## config.mk

```make
export PLATFORM = sky130hd
export DESIGN_NAME = div_unit
export DESIGN_NICKNAME = d
export VERILOG_FILES = /design/src/rtl/div_unit.sv
export SDC_FILE = /design/constraint.sdc
export NUM_CORES = 1
export LEC_CHECK = 0
export BUFFER_PORTS_ARGS = -buffer_cell sky130_fd_sc_hd__buf_4
export CAP_MARGIN = 20
export CORE_MARGIN = 2
export CORE_UTILIZATION = 40
export CTS_BUF_LIST = sky130_fd_sc_hd__clkbuf_2 sky130_fd_sc_hd__clkbuf_4 sky130_fd_sc_hd__clkbuf_8
export CTS_CLUSTER_DIAMETER = 30
export DETAILED_ROUTE_END_ITERATION = 8
export GPL_TIMING_DRIVEN = 0
export PLACE_DENSITY_LB_ADDON = 0.1
export SKIP_CTS_REPAIR_TIMING = 1
export SLEW_MARGIN = 10
export SYNTH_ARGS = -nofsm -noshare
export SYNTH_HDL_FRONTEND = slang
export SYNTH_SLANG_ARGS = --single-unit
```

## constraint.sdc

```tcl
create_clock -name clk -period 5.8 [get_ports clk]
set_input_delay 0.58 -clock clk [delete_from_list [all_inputs] [get_ports clk]]
set_output_delay 0.58 -clock clk [all_outputs]
set_load 0.03 [all_outputs]
```

## src/rtl/div_unit.sv

```systemverilog
// div_unit: iterative radix-2 restoring divider for MIPS DIV/DIVU, stalling the pipeline while it runs.
// Optional DIV_ZERO_FAST_EN: a zero divisor completes straight from IDLE with identical results.
module div_unit #(
  parameter int WIDTH = 32
) (
  input  logic             clk,
  input  logic             rst,
  input  logic             start,
  input  logic             signed_div,
  input  logic             annul,
  input  logic [WIDTH-1:0] a,
  input  logic [WIDTH-1:0] b,
  output logic             stall,
  output logic             valid,
  output logic [WIDTH-1:0] quotient,
  output logic [WIDTH-1:0] remainder,
  output logic             div_by_zero
);
  localparam logic [1:0] IDLE = 2'd0;
  localparam logic [1:0] RUN  = 2'd1;
  localparam logic [1:0] DONE = 2'd2;
  localparam int CW = $clog2(WIDTH);
  logic [1:0]       state_q, state_d;
  logic [CW-1:0]    cnt_q, cnt_d;
  logic [WIDTH:0]   rem_q, rem_d;
  logic [WIDTH-1:0] dvd_q, dvd_d, dvs_q, dvs_d;
  logic             qneg_q, qneg_d, rneg_q, rneg_d;
  logic             valid_q, valid_d, dbz_q, dbz_d;
  logic [WIDTH-1:0] quo_q, quo_d, rmd_q, rmd_d;
  logic             sa, sb, go, last, zf, load, qbit, fin_qneg, fin_rneg;
  logic [WIDTH-1:0] abs_a, abs_b, step_q, fin_q, fin_r;
  logic [WIDTH+1:0] sh, diff;
  logic [WIDTH:0]   step_r;
  assign sa     = signed_div & a[WIDTH-1];
  assign sb     = signed_div & b[WIDTH-1];
  assign abs_a  = sa ? -a : a;
  assign abs_b  = sb ? -b : b;
  assign go     = (state_q == IDLE) & start & ~annul;
  assign last   = (state_q == RUN) & (cnt_q == CW'(WIDTH - 1));
`ifdef DIV_ZERO_FAST_EN
  assign zf     = go & (b == '0);
`else
  assign zf     = 1'b0;
`endif
  assign load   = (last & ~annul) | zf;
  // rem_q[WIDTH] is always 0 between steps; the extra top bit carries the borrow
  assign sh     = {rem_q, dvd_q[WIDTH-1]};
  assign diff   = sh - {2'b00, dvs_q};
  assign qbit   = ~diff[WIDTH+1];
  assign step_q = {dvd_q[WIDTH-2:0], qbit};
  assign step_r = qbit ? diff[WIDTH:0] : sh[WIDTH:0];
  assign fin_qneg = zf ? sa ^ sb : qneg_q;
  assign fin_rneg = zf ? sa : rneg_q;
  assign fin_q  = zf ? '1 : step_q;
  assign fin_r  = zf ? abs_a : step_r[WIDTH-1:0];
  assign stall  = ~annul & (((state_q == IDLE) & start) | (state_q == RUN));
  assign valid       = valid_q;
  assign quotient    = quo_q;
  assign remainder   = rmd_q;
  assign div_by_zero = dbz_q;
  always_comb begin
    state_d = state_q;
    cnt_d   = cnt_q;
    rem_d   = rem_q;
    dvd_d   = dvd_q;
    dvs_d   = dvs_q;
    qneg_d  = qneg_q;
    rneg_d  = rneg_q;
    quo_d   = load ? (fin_qneg ? -fin_q : fin_q) : quo_q;
    rmd_d   = load ? (fin_rneg ? -fin_r : fin_r) : rmd_q;
    dbz_d   = load ? (zf | (dvs_q == '0)) : dbz_q;
    if (annul) begin
      state_d = IDLE;
      cnt_d   = '0;
    end else if (go) begin
      state_d = zf ? DONE : RUN;
      cnt_d   = '0;
      rem_d   = '0;
      dvd_d   = abs_a;
      dvs_d   = abs_b;
      qneg_d  = sa ^ sb;
      rneg_d  = sa;
    end else if (state_q == RUN) begin
      state_d = last ? DONE : RUN;
      cnt_d   = last ? '0 : cnt_q + 1'b1;
      rem_d   = step_r;
      dvd_d   = step_q;
    end else if (state_q == DONE) begin
      state_d = IDLE;
    end
    valid_d = (state_d == DONE);
  end
  always_ff @(posedge clk or posedge rst) begin
    if (rst) begin
      state_q <= IDLE;
      cnt_q   <= '0;
      rem_q   <= '0;
      dvd_q   <= '0;
      dvs_q   <= '0;
      qneg_q  <= 1'b0;
      rneg_q  <= 1'b0;
      valid_q <= 1'b0;
      dbz_q   <= 1'b0;
      quo_q   <= '0;
      rmd_q   <= '0;
    end else begin
      state_q <= state_d;
      cnt_q   <= cnt_d;
      rem_q   <= rem_d;
      dvd_q   <= dvd_d;
      dvs_q   <= dvs_d;
      qneg_q  <= qneg_d;
      rneg_q  <= rneg_d;
      valid_q <= valid_d;
      dbz_q   <= dbz_d;
      quo_q   <= quo_d;
      rmd_q   <= rmd_d;
    end
  end
endmodule

```

; ---- Yosys cells after proc, flatten, opt, wreduce, memory -nomap -nowiden
; Cells that the tools add are included.
[op_classes]
n_addsub = 6
n_eq_ne = 4
muxes = 18
n_bitwise = 11
reduce_logical = 6
[op_table]
columns = cell, count
row1 = $mux 32, 6
row2 = $neg 32->32, 4
row3 = $mux 33, 3
row4 = $sub 34x32->34, 1
row5 = $logic_not 32->1, 1
row6 = $mux 5, 4
row7 = $mux 2, 5
row8 = $and 1x1->1, 7
row9 = $add 5x1->5 const B, 1
row10 = $eq 5x5->1 const B, 1
row11 = $eq 2x2->1 const B, 2
row12 = $reduce_and 2->1, 2
row13 = $reduce_bool 3->1, 1
row14 = $eq 2x1->1 const B, 1
row15 = $logic_not 2->1, 1
row16 = $not 1->1, 2
row17 = $reduce_bool 2->1, 1
row18 = $or 1x1->1, 1
row19 = $xor 1x1->1, 1
[totals]
regBits = 172
input_bits = 69
output_inout_bits = 67

; ---- Depth between registers and ports, before layout
; Gate-level depths: netlist (run 1).
[depth]
depth_word = 7
mapped_depth = 24
depth_no_buf = 20

; ---- Worst setup path before layout (run 1)
; OpenSTA, ideal clock, no wires.
[synth_path]
kind = flip-flop to flip-flop
start = register rem_q[25]
end = register rmd_q[30], in the netlist remainder[30]
arrival_ns = 4.932
required_ns = 5.671
path_slack_ns = 0.739
stages_incl_launch_ff = 23
n_path_buf = 3
cell_sequence = dfrtp_1 -> ha_1 -> a21o_1 -> a31oi_4 -> o211ai_2 -> a2111o_1 -> nor3_4 -> nor2_8 -> inv_2 -> buf_2 -> buf_2 -> buf_2 -> nor2_1 -> a21oi_1 -> ha_1 -> nand2_1 -> or3_1 -> or3_1 -> mux2_2 -> nor3_2 -> a41oi_1 -> xnor2_1 -> o21ai_1
[synth_between]
elab_chain_len = 4
[synth_lines]
columns = element, line_no
row1 = from (decl), 25  ; logic [WIDTH:0] rem_q, rem_d;
row2 = from (signal assigned), 109  ; rem_q <= rem_d;
row3 = $sub 34x32->34, 48  ; assign diff = sh - {2'b00, dvs_q};
row4 = $mux 33 *, 51  ; assign step_r = qbit ? diff[WIDTH:0] : sh[WIDTH:0];
row5 = $neg 32->32, 70  ; rmd_d = load ? (fin_rneg ? -fin_r : fin_r) : rmd_q;
row6 = $mux 32 *, 70
row7 = to (signal assigned), 117  ; rmd_q <= rmd_d;
row8 = to (decl), 29  ; logic [WIDTH-1:0] quo_q, quo_d, rmd_q, rmd_d;
; Every way passes the cells marked *; elsewhere a longest branch is shown, timed or not.
; A chain may end at the register's enable or synchronous reset.

; ---- Worst setup path after layout (run 1)
[layout_path]
start = register rem_q[11]
end = register rmd_q[30], in the netlist remainder[30]
; The elaborated chain is that of the path after synthesis.

==> results of run 1 <==
[per-stage QoR]
step | area, sq um | TNS, ns
after detailed placement | 13780 | -1.641
after floorplan | 12240 | 0
after CTS | 14230 | -2.036
final | 14330 | 0
after global routing | 14330 | 0
after global placement | 13750 | -298.67
[worst reg2reg max path, stage by stage, from the launching register on]
cell and delay, ns:
dfrtp_1 0.54, ha_1 0.54, nand2_1 0.14, nor3_1 0.39
o2111ai_1 0.26, o221a_2 0.21, a21oi_4 0.30, nor2_8 0.13
inv_6 0.14, buf_4 0.21, buf_4 0.22, nor2_1 0.06
a21oi_1 0.20, ha_1 0.23, nand2_1 0.07, or3_1 0.34
or3_1 0.34, mux2_2 0.34, nor3_4 0.21, a41oi_1 0.16
xnor2_1 0.30, o21ai_1 0.09
[layout by cell type, fill, tap and decap left out, types with 5 or more instances in the layout]
cell and count:
nand3b_1 5, inv_1 52, a21oi_1 72, o41ai_1 11, or2_2 5, buf_4 146
mux2i_1 20, a22o_1 7, o21bai_1 6, mux2_2 7, o21ai_0 165, xor2_1 79
o21a_1 6, a41oi_1 5, o21ai_1 13, and2_1 8, clkbuf_1 53, o211ai_1 12
or4_1 14, nand2b_1 10, buf_2 15, or3_1 13, nor2_1 114, nor4_1 20
clkbuf_8 17, nor3_1 28, ha_1 37, xnor2_1 65, a31oi_1 39, dfrtp_1 172
o31ai_1 22, nand2_1 268, buf_1 6, nand4_1 13, and3_1 7, nor2b_1 5
nand3_1 23, a21o_1 13
[sequential cells by signal, summed over array words and instances, names as in the netlist]
name	flops
dvd_q	32
dvs_q	32
quotient	32
fin_qneg	1
valid	1
fin_rneg	1
div_by_zero	1
rem_q	33
cnt_q	5
remainder	32
state_q	2
[power groups by stage]
stage          logic, W  registers [W]  clock network [W]
2_1_floorplan   0.00303        0.00156                  0
3_3_place_gp    0.00400        0.00168                  0
3_5_place_dp    0.00404        0.00169                  0
4_1_cts         0.00405        0.00166            0.00103
5_1_grt         0.00459        0.00170            0.00107
6_report        0.00421        0.00168            0.00101
[Yosys cell counts, types with 11 or more instances]
master / instances / area (sq um)
o21ai_0: 165 / 825.8
nor3_1: 28 / 140.1
o41ai_1: 11 / 96.34
nand3_1: 23 / 115.1
nand2_1: 268 / 1006
o31ai_1: 22 / 165.2
a21oi_1: 74 / 370.4
ha_1: 38 / 475.5
a21o_1: 13 / 97.59
o211ai_1: 12 / 90.09
buf_2: 18 / 90.09
nor2_1: 114 / 427.9
dfrtp_1: 172 / 4304
mux2i_1: 20 / 200.2
or3_1: 13 / 81.33
clkbuf_1: 55 / 206.5
xnor2_1: 65 / 569.3
xor2_1: 79 / 691.9
or4_1: 14 / 105.1
inv_1: 53 / 198.9
nor4_1: 20 / 125.1
o21ai_1: 13 / 65.06
a31oi_1: 39 / 244.0
nand4_1: 13 / 81.33
[cells by family after synthesis]
group,Yosys count,share of synthesized area
AND/OR/NAND/NOR,551,0.2079
buffers and inverters,135,0.04416
flip-flops,172,0.3516
XOR/XNOR,144,0.1030
adder cells (fa/ha/maj),39,0.04048
AO/OA/AOI/OAI,434,0.2300
multiplexers,27,0.02279
[worst max path at each step]
stage / startpoint / end / slack (ns) / cells after the start
floorplan: rst / cnt_q[0] / 0.56 / 1
global route: dvs_q[26] / remainder[30] / 0.01 / 22
detailed placement: rem_q[19] / remainder[30] / -0.43 / 22
global placement: rst / dvs_q[28] / -1.75 / 2
finish: rem_q[11] / remainder[30] / 0.29 / 21
CTS: rem_q[19] / remainder[30] / -0.46 / 22
[routing by layer]
metal  wire length, um  part of all wire
met1             19400              0.50
met2             16140              0.41
met3              2418             0.062
met4               998             0.026
met5                 0                 0
[area by class of cell]
cell class | instances | area, sq um
buffer | 78 | 330.3
clock buffer | 18 | 241.5
clock inverter | 14 | 205.2
fill | 3033 | 16020
inverter | 54 | 215.2
multi-input combinational | 1195 | 7432
sequential | 172 | 4304
tap | 396 | 495.5
timing repair buffer | 144 | 1101
==> flow_summary.toml, run 1 <==
[cts]
clock-sinks = 172
cts_tree = "built"
cts_root_buffer = "clkbuf_8"
cts_inserted_buffers = 17
clk_latency_ns = 0.49
h-tree-depth = 4
cts_max_path_buffers = 2
path_clk_slew_ns = 0.10

[detailed_routing]
post-route-drc-count = 0
routedWlPerCell_um = 18.81
drt_iter0_drc = 905
ant_nets = 0
vias_per_cell = 5.590
vias = 11580
wirelength_um = 38960
drt-pass1-iter-count = 6

[sta]
period_needed_ns = 5.513
rsz0062_at_grt = "false"
setup_viol = 0
layout_setup_ws_ns = 0.2869
hold_ws_ns = 0.1230
hold_viol_final = 0
fin_crit_sh = 0.9505
slew_headroom = 0.2993
max_freq_ghz = 0.1814
worst_pin_slew_ns = 1.047
maxSlewViolCount = 0
finClkSkew_ns = 0.01404

[critical_path]
r2r_end = "remainder[30]"
reg2reg_slack_ns = 0.29
path_delay_family = "simple AND/OR/NAND/NOR gates"
worstPathArrival_ns = 5.89
worst_r2r_path_depth = 21
path_max_fanout = 14
critPathMaxStageDelay_ns = 0.54
critPathSlowestCell = "dfrtp_1"
rr_startpoint = "rem_q[11]"
required_ns = 6.17
critPathKind = "register to register"
path_cells = "ha_1, nand2_1, nor3_1, o2111ai_1, o221a_2, a21oi_4, nor2_8, inv_6, buf_4, buf_4, nor2_1, a21oi_1, ha_1, nand2_1, or3_1, or3_1, mux2_2, nor3_4, a41oi_1, xnor2_1, o21ai_1"
startpoint_type = "register"
end_kind = "register"
critPathBufInv = 3

[placed_design]
portBuffers = 135
pre_cts_ws_ns = -0.4296
dp_cells = 2034
place_congestion = 0.9336
dp_hpwl_um = 30080

[floorplan]
rows = 64
ios = 136
die_w_um = 178.9
coreArea_sq_mm = 0.03035
die_h_um = 178.9
initial_core_util = 0.4033
dieArea_sq_mm = 0.03202

[power]
p_clk_frac = 0.146
seqPwrFrac = 0.244
total_power_w = 0.006889
power_frac_comb = 0.610
switchingPower_w = 0.003470
power_density_mw_per_mm2 = 480.9
ir_worst_vdd_mv = 0.2107
power_leakage_nw = 6.292
p_sw_frac = 0.5037
power.internal_w = 0.003419

[grt]
met3_usage = 0.02375
met1_usage = 0.3801
busiest_layer = "met1"
grt_pass1_wl_um = 61410
grt_pass1_vias = 10910
grt_max_degree = 100
grt_overflow_total = 0
use_met2 = 0.3643
grt_antenna_before_repair = 0
globalRouteTotalUtil = 0.2484

[flow_run]
cap_violations = 0

[yosys]
seq_area_frac_synth = 0.3516
synth_warnings = 0
synth_cells = 1502
syn-cell-area_sq_mm = 0.01224
ys_ff_latch = 172
synth_async_sr_flop_share = 1.000
synth_edf_count = 0
avgSynthCellArea_sq_um = 8.149
synth_ff_type = "dfrtp_1"
synth_nets = 1610
synth_cell_types = 85

[final_layout]
area_growth_pct = 17.03
drive_gt1_frac = 0.1469
num_antenna_cells = 0
stdcell_count = 2071
post-route-util = 0.4720
final_nets = 1770

[hold_path]
worstHoldPathType = "primary input to asynchronous set/reset pin"

[outcome]
status = "complete, no violations"
No activity file was read; power rests on OpenSTA's default activity.
==> run 2, diff against run 1 <==
==> constraint.sdc (replaced) <==
create_clock -name clk -period 5.5 [get_ports clk]
set_input_delay 0.55 -clock clk [delete_from_list [all_inputs] [get_ports clk]]
set_output_delay 0.55 -clock clk [all_outputs]
set_load 0.03 [all_outputs]
==> run 2 against run 1 <==
Clock power up 5%. Routed wire length rose by 0.17%. First-iteration DRC count shrank 6.3%. Total power increased by 6.4%. Cell count about the same. Sequential power increased by 5%. Worst setup slack worse by 0.086 ns. Register-to-register slack worse by 0.09 ns. Global-route usage unchanged. Combinational power grew 6.7%.
==> flow_summary.toml, run 2 (synthesis results as in run 1) <==
[sta]
rsz0062_at_grt = "false"
fin_crit_sh = 0.9636
layout_setup_ws_ns = 0.2004
slew_headroom = 0.3208
setup_viol = 0
worst_pin_slew_ns = 1.015
hold_viol_final = 0
max_freq_ghz = 0.1887
hold_ws_ns = 0.09428
period_needed_ns = 5.300
maxSlewViolCount = 0
finClkSkew_ns = 0.01600

[cts]
clock-sinks = 172
clk_latency_ns = 0.49
path_clk_slew_ns = 0.10
h-tree-depth = 4
cts_root_buffer = "clkbuf_8"
cts_max_path_buffers = 2
cts_inserted_buffers = 17
cts_tree = "built"

[floorplan]
ios = 136
rows = 64
coreArea_sq_mm = 0.03035
initial_core_util = 0.4033
die_h_um = 178.9
dieArea_sq_mm = 0.03202
die_w_um = 178.9

[final_layout]
final_nets = 1769
largest_reg_flops = 33
regMostFlops = "rem_q"
num_antenna_cells = 0
postLayoutCellArea_sq_mm = 0.01437
drive_gt1_frac = 0.1535
layout_common_cells = "nand2_1 (268), dfrtp_1 (167), o21ai_0 (165), buf_4 (145), nor2_1 (114)"
layout_commonest_cell = "nand2_1"
area_growth_pct = 17.41

[grt]
globalRouteTotalUtil = 0.2484
grt_antenna_before_repair = 0
grt_pass1_vias = 10910
grt_max_degree = 100
grt_overflow_total = 0
grt_pass1_wl_um = 61410

[detailed_routing]
ant_nets = 0
drt_iter0_drc = 848
routedWlPerCell_um = 18.85
wirelength_um = 39030
vias = 11580
post-route-drc-count = 0
drt-pass1-iter-count = 5
vias_per_cell = 5.593

[critical_path]
worst_r2r_path_depth = 20
end_kind = "register"
critPathMaxStageDelay_ns = 0.48
required_ns = 5.87
startpoint_type = "register"
critPathSlowestCell = "a2111o_1"
path_cells = "ha_1, buf_6, a21o_1, a31oi_4, o211ai_4, a2111o_1, nor3_4, nor2_8, inv_8, clkbuf_4, mux2i_2, ha_1, nand2_1, or3_1, or3_1, mux2_4, nor3_4, a41oi_1, xnor2_1, o21ai_1"
worstPathArrival_ns = 5.67
critPathKind = "register to register"
path_max_fanout = 14

[placed_design]
placedInstanceArea_sq_mm = 0.01378
place_congestion = 0.9336
dp_hpwl_um = 30080
portBuffers = 135
pre_cts_ws_ns = -0.7296

[flow_run]
cap_violations = 0

[power]
power_leakage_nw = 6.293
total_power_w = 0.007332
power_density_mw_per_mm2 = 510.2
ir_worst_vdd_mv = 0.2281

[hold_path]
worstHoldPathType = "primary input to asynchronous set/reset pin"

[outcome]
status = "complete, no violations"
[run 2: changes by cell type in the layout (fill, tap and decap cells not counted), moves of 2 or more]
cell      previous run  this run
ha_1                37        34
buf_6                1         3
ha_2                 1         4
dfrtp_2              0         5
dfrtp_1            172       167
clkbuf_1            53        51
[run 2: critical path: cells and delay by family (launching register included)]
| kind | cells | cell delay, ns |
|---|---|---|
| and+or+nand+nor | 6 | 1.46 |
| AOI/OAI and AO/OA | 6 | 1.28 |
| muxes | 2 | 0.60 |
| adders and majority gates | 2 | 0.54 |
| buffers and inverters | 3 | 0.52 |
| DFF | 1 | 0.46 |
| xor gates and xnor gates | 1 | 0.30 |
[run 2: path summary, 6_finish.rpt]
path | startpoint | to | slack, ns
max reg2reg | rem_q[27] | remainder[30] | 0.20
min | rst | quotient[15] | 0.09
min in group clk | annul | state_q[0] | 0.22
min reg2reg | cnt_q[3] | cnt_q[3] | 0.48
max in group asynchronous | rst | dvs_q[17] | 4.47
max | rem_q[27] | remainder[30] | 0.20
[run 2: per-layer routing]
layer / GRT usage / part of all wire
met5: 0 / 0
met4: 0.08096 / 0.026
met3: 0.02375 / 0.055
met2: 0.3643 / 0.42
met1: 0.3801 / 0.50
[run 2: stage by stage]
| stage | setup TNS (ns) | std cells | utilization |
|---|---|---|---|
| final | 0 | 2070 | 0.4735 |
| after global routing | 0 | 2070 | 0.4735 |
| after CTS | -7.129 | 2066 | 0.4689 |
| after detailed placement | -6.262 | 2034 | 0.4542 |
| after global placement | -349.67 | 2033 | 0.4530 |
| after floorplan | 0 | 1502 | - |
[run 2: where the power goes]
group	switching, W	internal (W)	leakage [nW]	total, W
clock	0.000552	0.000511	0.229	0.00106
combinational	0.00282	0.00168	3.81	0.00449
sequential	0.000317	0.00146	2.25	0.00177
total	0.00368	0.00365	6.29	0.00733
[run 2: area by class of cell]
type / instances / area [sq um]
clock inverter: 14 / 205.2
clock buffer: 18 / 241.5
multi-input combinational: 1195 / 7460
buffer: 76 / 332.8
timing repair buffer: 145 / 1109
fill: 3028 / 15980
sequential: 172 / 4310
tap: 396 / 495.5
inverter: 54 / 217.7
==> run 3, diff against run 2 <==
--- a/config.mk
+++ b/config.mk
@@ -5,10 +5,10 @@
 export SDC_FILE = /design/constraint.sdc
 export NUM_CORES = 1
 export LEC_CHECK = 0
-export BUFFER_PORTS_ARGS = -buffer_cell sky130_fd_sc_hd__buf_4
+export BUFFER_PORTS_ARGS = -buffer_cell sky130_fd_sc_hd__buf_2
 export CAP_MARGIN = 20
 export CORE_MARGIN = 2
-export CORE_UTILIZATION = 40
+export CORE_UTILIZATION = 62
 export CTS_BUF_LIST = sky130_fd_sc_hd__clkbuf_2 sky130_fd_sc_hd__clkbuf_4 sky130_fd_sc_hd__clkbuf_8
 export CTS_CLUSTER_DIAMETER = 30
 export DETAILED_ROUTE_END_ITERATION = 8
==> run 3 against run 2 <==
Sequential power about the same. Fmax increased by 0.69%. Critical path depth unchanged. Register-to-register slack improved by 0.04 ns. First-iteration DRC count increased by 71%. Core utilization increased by 24 points. Cell area decreased by 3.7%. Critical endpoint unchanged.
==> flow_summary.toml, run 3 (synthesis results as in run 1) <==
[outcome]
status = "complete, no violations"

[detailed_routing]
routedWlPerCell_um = 18.21
drt-pass1-iter-count = 6
vias = 11960
post-route-drc-count = 0
ant_nets = 0
vias_per_cell = 6.170
drt_iter0_drc = 1448
wirelength_um = 35310

[critical_path]
startpoint_type = "register"
path_cells = "ha_2, a21oi_1, o21a_1, o211ai_2, a2111o_1, nor3_4, buf_12, nor2_8, inv_6, clkbuf_4, mux2i_2, ha_2, nand2_1, or3_1, or3_1, mux2_2, nor3_4, a41oi_2, xnor2_1, o21ai_1"
worstPathArrival_ns = 5.62
end_kind = "register"
path_max_fanout = 14
required_ns = 5.85
critPathSlowestCell = "a2111o_1"
critPathKind = "register to register"
critPathBufInv = 3
critPathMaxStageDelay_ns = 0.50
path_delay_family = "compound AO/OA/AOI/OAI gates"

[sta]
worst_pin_slew_ns = 0.8997
layout_setup_ws_ns = 0.2367
finClkSkew_ns = 0.01789
maxSlewViolCount = 0
hold_ws_ns = 0.1002
slew_headroom = 0.3980
hold_viol_final = 0
setup_tns_ns = 0
fin_crit_sh = 0.9570
period_needed_ns = 5.263
setup_viol = 0
max_freq_ghz = 0.1900

[grt]
grt_max_degree = 105
grt_pass1_vias = 10600
grt_overflow_total = 0
grt_antenna_before_repair = 0
globalRouteTotalUtil = 0.3448
grt_pass1_wl_um = 56100

[cts]
h-tree-depth = 4
path_clk_slew_ns = 0.09
cts_root_buffer = "clkbuf_8"
clk_latency_ns = 0.48
cts_inserted_buffers = 17
cts_max_path_buffers = 2
cts_tree = "built"
clock-sinks = 172

[hold_path]
worstHoldPathType = "primary input to asynchronous set/reset pin"

[final_layout]
num_antenna_cells = 0
largest_reg_flops = 33
final_nets = 1769
layout_commonest_cell = "nand2_1"
layout_common_cells = "nand2_1 (268), dfrtp_1 (169), o21ai_0 (165), buf_2 (149), nor2_1 (114)"
fill_cells = 1630
stdcell_count = 1939
area_growth_pct = 13.08
post-route-util = 0.7136
regMostFlops = "rem_q"
drive_gt1_frac = 0.1523

[flow_run]
cap_violations = 0

[floorplan]
die_h_um = 144.5
ios = 136
die_w_um = 144.5
initial_core_util = 0.6310
rows = 51
dieArea_sq_mm = 0.02088
coreArea_sq_mm = 0.01940

[power]
power_leakage_nw = 6.229
ir_worst_vdd_mv = 0.3239
power_density_mw_per_mm2 = 520.8

[placed_design]
dp_hpwl_um = 27010
pre_cts_ws_ns = -0.5359
dp_cells = 1903
portBuffers = 135
place_congestion = 1.011
[run 3: changes by cell type in the layout (fill, tap and decap cells not counted), sizes merged]
cell / delta
clkbuf: +1
clkinv: +1
bufinv: -2
[run 3: per-layer routing]
layer | routed length, um | part of all wire | up-vias | GRT usage
li1 | - | - | 5666 | -
met1 | 16150 | 0.46 | 5591 | 0.5216
met2 | 14910 | 0.42 | 629 | 0.5044
met3 | 3358 | 0.095 | 77 | 0.05298
met4 | 899 | 0.025 | 0 | 0.1139
met5 | 0 | 0 | - | 0
[run 3: cell type report]
class                      count  area (sq um)  share of cell area
clock inverter                13         156.4             0.01130
multi-input combinational   1195          7460              0.5389
tap                          265         331.6             0.02395
clock buffer                  19         255.2             0.01844
timing repair buffer         145         783.3             0.05659
inverter                      54         215.2             0.01555
buffer                        76         332.8             0.02404
sequential                   172          4308              0.3112
[run 3: path summary, 6_finish.rpt]
path / slack (ns) / cells past startpoint / from / to
setup / recovery: 0.24 / 20 / rem_q[19] / remainder[30]
hold reg to reg: 0.48 / 2 / quotient[7] / quotient[7]
max in group asynchronous: 4.50 / 3 / rst / dvs_q[16]
min in group clk: 0.26 / 2 / annul / state_q[0]
setup reg to reg: 0.24 / 20 / rem_q[19] / remainder[30]
hold / removal: 0.10 / 2 / rst / quotient[14]
[run 3: worst reg2reg max path, delay by kind of cell (launching register included)]
family / cells / cell delay (ns)
xor gates and xnor gates: 1 / 0.22
muxes: 2 / 0.63
buffers and inverters: 3 / 0.54
and+or+nand+nor: 6 / 1.26
adders and majority gates: 2 / 0.61
DFF: 1 / 0.48
AOI/OAI and AO/OA: 6 / 1.40
[run 3: where the power goes]
part / switching, W / internal (W) / leakage [nW]
clock: 0.000539 / 0.000433 / 0.212
combinational: 0.00278 / 0.00168 / 3.77
sequential: 0.000316 / 0.00146 / 2.25
total: 0.00364 / 0.00357 / 6.23
[run 3: metrics by stage]
step,total power [W],area [sq um]
floorplan,0.004839,12240
global placement,0.005821,13250
detailed placement,0.005899,13280
CTS,0.006868,13690
global route,0.007649,13840
finish,0.007210,13840
